### src/rtl/mem_ctrl.sv
// Byte-wide memory port sequencer: arbitrates instruction fetch against the load/store
// buffer, splits accesses into byte beats, extends load data and throttles I/O writes.
module mem_ctrl #(
   parameter logic [1:0] IO_PREFIX     = 2'b11,
   parameter bit         DATA_PRIORITY = 1'b1
) (
   input  logic        clk_in,
   input  logic        rst_in,
   input  logic        rdy_in,
   input  logic        rob_clear,
   input  logic        io_buffer_full,
   input  logic [7:0]  mem_din,
   output logic [7:0]  mem_dout,
   output logic [31:0] mem_a,
   output logic        mem_wr,
   input  logic        if_req,
   input  logic [31:0] if_addr,
   output logic        if_done,
   output logic [31:0] if_data,
   input  logic        need_data,
   input  logic        is_write,
   input  logic [31:0] data_addr,
   input  logic [31:0] data_in,
   input  logic [2:0]  work_type,
   output logic        data_handle,
   output logic        data_ready,
   output logic [31:0] data_out
);

   localparam logic [1:0] S_IDLE  = 2'd0;
   localparam logic [1:0] S_FETCH = 2'd1;
   localparam logic [1:0] S_LOAD  = 2'd2;
   localparam logic [1:0] S_STORE = 2'd3;

   localparam int unsigned CNT_W = 3;

   logic [1:0]       state_q, state_d;
   logic [CNT_W-1:0] cnt_q, cnt_d;
   logic [31:0]      addr_q, addr_d;
   logic [31:0]      wdata_q, wdata_d;
   logic [2:0]       wtype_q, wtype_d;
   logic [23:0]      buf_q, buf_d;
   logic             last_data_q, last_data_d;
   logic [31:0]      if_data_q, if_data_d;
   logic [31:0]      data_out_q, data_out_d;

   logic             is_read;
   logic             is_io;
   logic [CNT_W-1:0] n_bytes;
   logic             grant_data;
   logic             accept_ok;
   logic             fetch_acc;
   logic             read_done;
   logic             beat_ok;
   logic [31:0]      fetch_word;
   logic [31:0]      load_ext;
   logic [7:0]       store_byte;

   // Beat count and access classification come from the latched request.
   always_comb begin
      is_read = (state_q == S_FETCH) || (state_q == S_LOAD);
      is_io   = (addr_q[17:16] == IO_PREFIX);
      case (wtype_q[1:0])
         2'b00:   n_bytes = CNT_W'(1);
         2'b01:   n_bytes = CNT_W'(2);
         default: n_bytes = CNT_W'(4);
      endcase
   end

   // Tie-break: fixed data priority, or hand the grant to whoever lost last time.
   always_comb begin
      grant_data  = need_data && (!if_req || DATA_PRIORITY || !last_data_q);
      accept_ok   = !rst_in && (state_q == S_IDLE) && rdy_in && !rob_clear;
      data_handle = accept_ok && need_data && grant_data;
      fetch_acc   = accept_ok && if_req && !grant_data;
   end

   // Final read cycle merges the buffered bytes with the byte arriving now.
   always_comb begin
      read_done  = !rst_in && is_read && (cnt_q == n_bytes) && rdy_in && !rob_clear;
      fetch_word = {mem_din, buf_q};
      case (wtype_q)
         3'b000:  load_ext = {{24{mem_din[7]}}, mem_din};
         3'b001:  load_ext = {{16{mem_din[7]}}, mem_din, buf_q[7:0]};
         3'b100:  load_ext = {24'h000000, mem_din};
         3'b101:  load_ext = {16'h0000, mem_din, buf_q[7:0]};
         default: load_ext = {mem_din, buf_q};
      endcase
      if_done    = read_done && (state_q == S_FETCH);
      data_ready = read_done && (state_q == S_LOAD);
      if_data    = if_done ? fetch_word : if_data_q;
      data_out   = data_ready ? load_ext : data_out_q;
   end

   // Port drive: read address while beats remain, write beat only when it can issue.
   always_comb begin
      case (cnt_q[1:0])
         2'd0:    store_byte = wdata_q[7:0];
         2'd1:    store_byte = wdata_q[15:8];
         2'd2:    store_byte = wdata_q[23:16];
         default: store_byte = wdata_q[31:24];
      endcase
      beat_ok  = !rst_in && (state_q == S_STORE) && rdy_in && !(is_io && io_buffer_full);
      mem_wr   = beat_ok;
      mem_dout = beat_ok ? store_byte : 8'h00;
      if (!rst_in && is_read && (cnt_q < n_bytes)) begin
         mem_a = addr_q + 32'(cnt_q);
      end else if (beat_ok) begin
         mem_a = addr_q + 32'(cnt_q);
      end else begin
         mem_a = 32'h0000_0000;
      end
   end

   // Next-state logic; everything holds while rdy_in is low.
   always_comb begin
      state_d     = state_q;
      cnt_d       = cnt_q;
      addr_d      = addr_q;
      wdata_d     = wdata_q;
      wtype_d     = wtype_q;
      buf_d       = buf_q;
      last_data_d = last_data_q;
      if_data_d   = if_data_q;
      data_out_d  = data_out_q;
      case (state_q)
         S_IDLE: begin
            if (data_handle) begin
               state_d     = is_write ? S_STORE : S_LOAD;
               cnt_d       = '0;
               addr_d      = data_addr;
               wdata_d     = data_in;
               wtype_d     = work_type;
               last_data_d = 1'b1;
            end else if (fetch_acc) begin
               state_d     = S_FETCH;
               cnt_d       = '0;
               addr_d      = if_addr;
               wtype_d     = 3'b010;
               last_data_d = 1'b0;
            end
         end
         S_FETCH, S_LOAD: begin
            if (rdy_in) begin
               if (rob_clear) begin
                  state_d = S_IDLE;
                  cnt_d   = '0;
               end else if (cnt_q == n_bytes) begin
                  state_d = S_IDLE;
                  cnt_d   = '0;
                  if (state_q == S_FETCH) begin
                     if_data_d = fetch_word;
                  end else begin
                     data_out_d = load_ext;
                  end
               end else begin
                  case (cnt_q)
                     CNT_W'(1): buf_d[7:0]   = mem_din;
                     CNT_W'(2): buf_d[15:8]  = mem_din;
                     CNT_W'(3): buf_d[23:16] = mem_din;
                     default:   ;
                  endcase
                  cnt_d = cnt_q + CNT_W'(1);
               end
            end
         end
         S_STORE: begin
            if (beat_ok) begin
               if (cnt_q == n_bytes - CNT_W'(1)) begin
                  state_d = S_IDLE;
                  cnt_d   = '0;
               end else begin
                  cnt_d = cnt_q + CNT_W'(1);
               end
            end
         end
         default: state_d = S_IDLE;
      endcase
   end

   // State register; reset abandons any operation in flight.
   always_ff @(posedge clk_in or posedge rst_in) begin
      if (rst_in) begin
         state_q     <= S_IDLE;
         cnt_q       <= '0;
         addr_q      <= 32'h0000_0000;
         wdata_q     <= 32'h0000_0000;
         wtype_q     <= 3'b000;
         buf_q       <= 24'h000000;
         last_data_q <= 1'b1;
         if_data_q   <= 32'h0000_0000;
         data_out_q  <= 32'h0000_0000;
      end else begin
         state_q     <= state_d;
         cnt_q       <= cnt_d;
         addr_q      <= addr_d;
         wdata_q     <= wdata_d;
         wtype_q     <= wtype_d;
         buf_q       <= buf_d;
         last_data_q <= last_data_d;
         if_data_q   <= if_data_d;
         data_out_q  <= data_out_d;
      end
   end

endmodule

### config.mk
export PLATFORM = sky130hd
export DESIGN_NAME = mem_ctrl
export DESIGN_NICKNAME = d
export VERILOG_FILES = /design/src/rtl/mem_ctrl.sv
export SDC_FILE = /design/constraint.sdc
export NUM_CORES = 1
export LEC_CHECK = 0
export CAP_MARGIN = 0
export CORE_MARGIN = 10
export CORE_UTILIZATION = 46
export CTS_BUF_LIST = sky130_fd_sc_hd__clkbuf_2
export DETAILED_ROUTE_END_ITERATION = 8
export PLACE_DENSITY = 0.87
export SYNTH_ARGS = -nofsm -noshare
export SYNTH_HDL_FRONTEND = slang
export SYNTH_SLANG_ARGS = --single-unit
### constraint.sdc
create_clock -name clk_in -period 7.4 [get_ports clk_in]
set_clock_uncertainty 0.1 [all_clocks]
set_input_delay 1.48 -clock clk_in [delete_from_list [all_inputs] [get_ports clk_in]]
set_output_delay 1.48 -clock clk_in [all_outputs]
set_load 0.03 [all_outputs]
### Yosys cells after proc, flatten, opt, wreduce, memory -nomap -nowiden

Index checks and enable logic that the tools add are counted.

| word-level totals | value |
|---|---|
| register bits | 160 |
| input bits | 115 |
| output and inout bits | 108 |
| word-level logic and storage cells | 104 |

| cells by class | value |
|---|---|
| add/subtract/negate cells | 3 |
| magnitude comparators | 1 |
| eq/ne operators | 20 |
| multiplexer cells | 29 |
| bitwise gates (word level) | 3 |
| reduce and logical (&&, ||, !) cells | 38 |

Operators by type and width:

| kind | number |
|---|---|
| $mux W32 | 6 |
| $pmux W32 S4 | 1 |
| $add A32 B3 Y32 | 1 |
| $reduce_and A5 Y1 | 6 |
| $mux W3 | 9 |
| $pmux W8 S3 | 1 |
| $logic_and A1 B1 Y1 | 18 |
| $mux W2 | 7 |
| $pmux W3 S3 | 1 |
| $eq A2 B2 Y1 const B | 4 |
| $mux W8 | 1 |
| $eq A2 B1 Y1 const B | 3 |
| $eq A3 B1 Y1 const B | 2 |
| $eq A3 B2 Y1 const B | 2 |
| $eq A3 B3 Y1 | 2 |
| $eq A3 B3 Y1 const B | 2 |
| $logic_not A2 Y1 | 3 |
| $ne A3 B3 Y1 const B | 2 |
| $pmux W2 S3 | 1 |
| $pmux W3 S2 | 1 |
| $logic_not A1 Y1 | 4 |
| $ne A2 B2 Y1 const B | 2 |
| $reduce_and A2 Y1 | 2 |
| $add A3 B1 Y3 const B | 1 |
| other kinds (10) | 12 |

### Logic depth before layout (Yosys ltp)

| depth | value |
|---|---|
| depth after elaboration | 9 |
| depth in mapped cells | 12 |
| depth with buffers taken out | 8 |

### Least setup slack after synthesis

No wires, ideal clock.

| timing | value |
|---|---|
| path kind | input -> output |
| from | in rst_in |
| to | out mem_a[25] |
| arrival | 6.934 ns |
| data required time | 5.820 ns |
| setup slack | -1.114 ns |
| stages | 6 |
| buffers on the path | 1 |
| path through | inv_1 > nand4_2 > inv_1 > a31oi_1 > buf_2 > a21oi_1 |

| on the way | value |
|---|---|
| cells in the longest elaborated chain, start to end | 6 |
| elaborated cells between the ends (all ways) | 8 |
| those cells by class | mux: 2; reduce/logical: 6 |

Ends and longest elaborated chain:

| element | RTL line | text |
|---|---|---|
| start, declared | 8 | `input logic rst_in,` |
| $logic_not A1 Y1 (no source line) | - |  |
| $logic_and A1 B1 Y1 (3 in a row) | 103 | `beat_ok = !rst_in && (state_q == S_STORE) && rdy_in && !(is_io && io_buffer_full);` |
| named net mem_wr | 15 | `output logic mem_wr,` |
| $mux W32 | 108 | `end else if (beat_ok) begin` |
| $mux W32 | 106 | `if (!rst_in && is_read && (cnt_q < n_bytes)) begin` |
| end, declared | 14 | `output logic [31:0] mem_a,` |

The timed path passes the listed nets, and every way through them passes these cells.

### Worst setup path after layout

| timing | value |
|---|---|
| from | reg wtype_q[0] |
| to | out data_out[8] |

| on the way | value |
|---|---|
| cells in the longest elaborated chain, start to end | 8 |
| elaborated cells between the ends (all ways) | 14 |
| those cells by class | eq/ne: 5; mux: 3; reduce/logical: 6 |

Ends and longest elaborated chain:

| element | RTL line | text |
|---|---|---|
| start, declared | 41 | `logic [2:0] wtype_q, wtype_d;` |
| start signal, assigned | 198 | `wtype_q <= wtype_d;` |
| $eq A2 B1 Y1 / $logic_not A2 Y1 (equally long branches) | 63 | `case (wtype_q[1:0])` |
| $pmux W3 S2 | 63 |  |
| $eq A3 B3 Y1 | 80 | `read_done = !rst_in && is_read && (cnt_q == n_bytes) && rdy_in && !rob_clear;` |
| $logic_and A1 B1 Y1 (3 in a row) | 80 |  |
| $logic_and A1 B1 Y1 | 90 | `data_ready = read_done && (state_q == S_LOAD);` |
| $mux W32 * | 92 | `data_out = data_ready ? load_ext : data_out_q;` |
| end, declared | 27 | `output logic [31:0] data_out` |

Mark *: on every way between the ends. The rest lies on a longest branch, timed or not.

==> results_dict.tcl <==
set metrics [dict create \
    status "finished, final reports clean" \
    ys_seq_area_frac 0.454 \
    postRouteAntennaNets 0 \
    yosys_most_used_dff "dfrtp_1" \
    timing_worst_setup_path_type "reg2out" \
    start_kind "register" \
    dp.cells 1339 \
    min_path_cells 2 \
    stdcell_count 1374 \
    worst_hold_path.endpoint "wdata_q[31]" \
    grt_max_degree 83 \
    via_per_inst 5.59 \
    grt_usage 0.207 \
    rsz0062_at_grt "false" \
    finalSetupTns_ns 0 \
    antenna_found_initial 5 \
    reg2reg_depth 7 \
    clkSlewWorstSetupHoldPaths_ns 0.23 \
    slowest_delay_ns 0.92 \
    finalCritPeriodShare 0.835 \
    initial_core_util 0.469 \
    cts_tree "yes" \
    internal_power_w 0.00210 \
    die_w_um 158 \
    synth.distinct_cells 49 \
    dieArea_um2 25100 \
    yosys_warnings 0 \
    hold_class "reg2reg" \
    n_fill_cell 1601 \
    clock_latency_ns 0.77 \
    cp_max_fo 57 \
    drt-pass1-iter-count 8 \
    holdCritStartpoint "wdata_q[31]" \
    multiInputGateArea_um2 4490 \
    r2r-start "wtype_q[0]" \
    power_density_nw_per_um2 320 \
    grt.overflow.total 0 \
    maxCapViolCount 0 \
    syn_to_final_growth_pct 29.4 \
    synth_edf_count 0 \
    power_switching_share 0.424 \
    synth_cells 933 \
    post-route-min-period_ns 6.18 \
    drive_above_1_share 0.151 \
    globalplace.congestion 0.847 \
    slew_violations 0 \
    fmax_mhz 162 \
    tightest_slew_ns 1.14 \
    cts_made_buffers 17 \
    hold_violations 0 \
    root_buffer "clkbuf_2" \
    synth_nets 1066 \
    postPlaceCellArea_um2 11200 \
    htreeDepth 4 \
    syn_area_per_cell_um2 9.44 \
    fin_hold_ws_ns 0.413 \
    path_cells "nor2_2, ha_1, nand3_1, nor2_1, and3_2, mux2_2, clkdlybuf4s50_1" \
    portBuffers 222 \
    end_kind "output port" \
    drt-wirelength-per-cell_um 19.3 \
    final_nets 1257 \
    fp-row-count 50 \
    peakVddDrop_mv 0.113 \
    p_clk_frac 0.137 \
    postCtsSetupBuffers 0 \
    grt_first_pass_wirelength_mm 41.0 \
    regArea_um2 4000 \
    relSlewSlack 0.237 \
    cts_resized 0 \
    power_frac_comb 0.464 \
    cts.sinks 160 \
    grt_pass1_vias 7594 \
    timing.rr.end "buf_q[11]" \
    required_ns 5.82 \
    slowest_stage "and3_2" \
    clockBufferDepth 2 \
    setup_viol 0 \
    vias 7677 \
    core_um2 18800 \
    reg2reg_slack_ns 4.25 \
    design_area_um2 11400 \
    post-route-drc-count 0 \
    hold_buffers 0 \
    power_leakage_nw 4.98 \
    routed_wirelength_mm 26.5 \
    dp.final_hpwl_mm 18.8 \
    worst_ep_arrival_time_ns 4.60 \
    power_frac_seq 0.399 \
    async_flop_share 1.00 \
    ys_seq_elements 160 \
    power.switching_w 0.00155 \
    ios 223 \
    synth_area_um2 8810 \
    drt-initial-drc-count 536 \
    die_h_um 158 \
]
stage by stage:
stage,power (W),worst slack [ns],utilization
final,0.00365,1.22,0.608
after detailed placement,0.00317,1.35,0.594
after floorplan,0.00254,0.276,-
after CTS,0.00367,1.12,0.607
after global placement,0.00310,1.44,0.594
after global routing,0.00390,0.766,0.607
Yosys cell counts, drive strengths merged (3+ instances only):
master / count / share of area
or3: 7 / 0.0050
nand2: 145 / 0.062
dfrtp: 160 / 0.45
nand3: 13 / 0.0080
buf: 36 / 0.022
and2: 24 / 0.017
xnor2: 15 / 0.015
a31oi: 21 / 0.015
clkbuf: 25 / 0.011
and3: 4 / 0.0031
nor3: 4 / 0.0023
o22ai: 23 / 0.016
mux2: 102 / 0.13
nor2b: 5 / 0.0036
xor2: 9 / 0.0089
a22o: 3 / 0.0030
and4: 4 / 0.0041
a21oi: 103 / 0.059
nor2: 102 / 0.046
o21ai: 42 / 0.024
nor4: 5 / 0.0071
mux2i: 12 / 0.014
a222oi: 8 / 0.0091
nand4: 13 / 0.011
ha: 17 / 0.024
inv: 16 / 0.0068
cell type report:
| type | instances | area share |
|---|---|---|
| flip-flops and latches | 160 | 0.351 |
| multi-input cells | 696 | 0.393 |
| well taps | 234 | 0.0257 |
| repair buffers | 233 | 0.202 |
| clock inverters | 14 | 0.0137 |
| diodes | 4 | 0.000878 |
| clock buffers | 17 | 0.00746 |
| inverters | 16 | 0.00560 |
metal layers:
layer,GRT usage,part of all wire
met1,0.255,0.42
met2,0.333,0.47
met3,0.0764,0.096
met4,0.0609,0.015
met5,0,0.0012
registers in the layout, summed over array words and instances (netlist names):
name,flops
addr_q,32
data_out_q,32
if_data_q,32
wdata_q,32
buf_q,24
cnt_q,3
wtype_q,3
state_q,2
layout by cell type (no fill, tap or decap), types with 8 or more instances in the layout:
| cell | netlist | routed |
|---|---|---|
| a21oi_1 | 103 | 103 |
| a222oi_1 | 8 | 8 |
| a31oi_1 | 21 | 20 |
| and2_1 | 24 | 24 |
| buf_4 | 2 | 11 |
| clkbuf_2 | 1 | 17 |
| clkdlybuf4s50_1 | 0 | 222 |
| dfrtp_1 | 160 | 160 |
| ha_1 | 17 | 17 |
| inv_1 | 15 | 14 |
| mux2_2 | 102 | 102 |
| mux2i_1 | 12 | 12 |
| nand2_1 | 145 | 145 |
| nand3_1 | 12 | 12 |
| nand4_1 | 10 | 10 |
| nor2_1 | 96 | 96 |
| o21ai_0 | 41 | 41 |
| o22ai_1 | 23 | 23 |
| xnor2_1 | 15 | 15 |
| xor2_1 | 9 | 9 |
critical path: cells and delay by family, from the launching register on:
| kind | cells | cell delay (ns) |
|---|---|---|
| muxes | 1 | 0.42 |
| adders and majority gates | 1 | 0.26 |
| and+or+nand+nor | 4 | 1.98 |
| DFF | 1 | 0.59 |
| buffers and inverters | 1 | 0.59 |
worst max path at each step:
stage               startpoint  slack, ns           end
CTS                 wtype_q[0]       1.12  data_out[11]
finish              wtype_q[0]       1.22   data_out[8]
global route        wtype_q[0]       0.77   data_out[0]
global placement        rdy_in       1.44   data_out[8]
detailed placement      rdy_in       1.35  data_out[11]
floorplan               rst_in       0.28      mem_a[2]
power by group through the flow:
stage,Sequential [W],Combinational (W),Clock (W)
3_3_place_gp,0.00145,0.00166,0
5_1_grt,0.00150,0.00185,0.000552
6_report,0.00146,0.00169,0.000499
4_1_cts,0.00145,0.00170,0.000513
2_1_floorplan,0.00139,0.00116,0
3_5_place_dp,0.00147,0.00170,0
cells by family after synthesis:
group / Yosys count / share of synthesized area
AO/OA/AOI/OAI: 204 / 0.130
flip-flops: 160 / 0.454
XOR/XNOR: 25 / 0.0266
multiplexers: 114 / 0.144
buffers and inverters: 77 / 0.0396
adder cells (fa/ha/maj): 18 / 0.0264
AND/OR/NAND/NOR: 335 / 0.179
(Power assumes the default switching activity.)
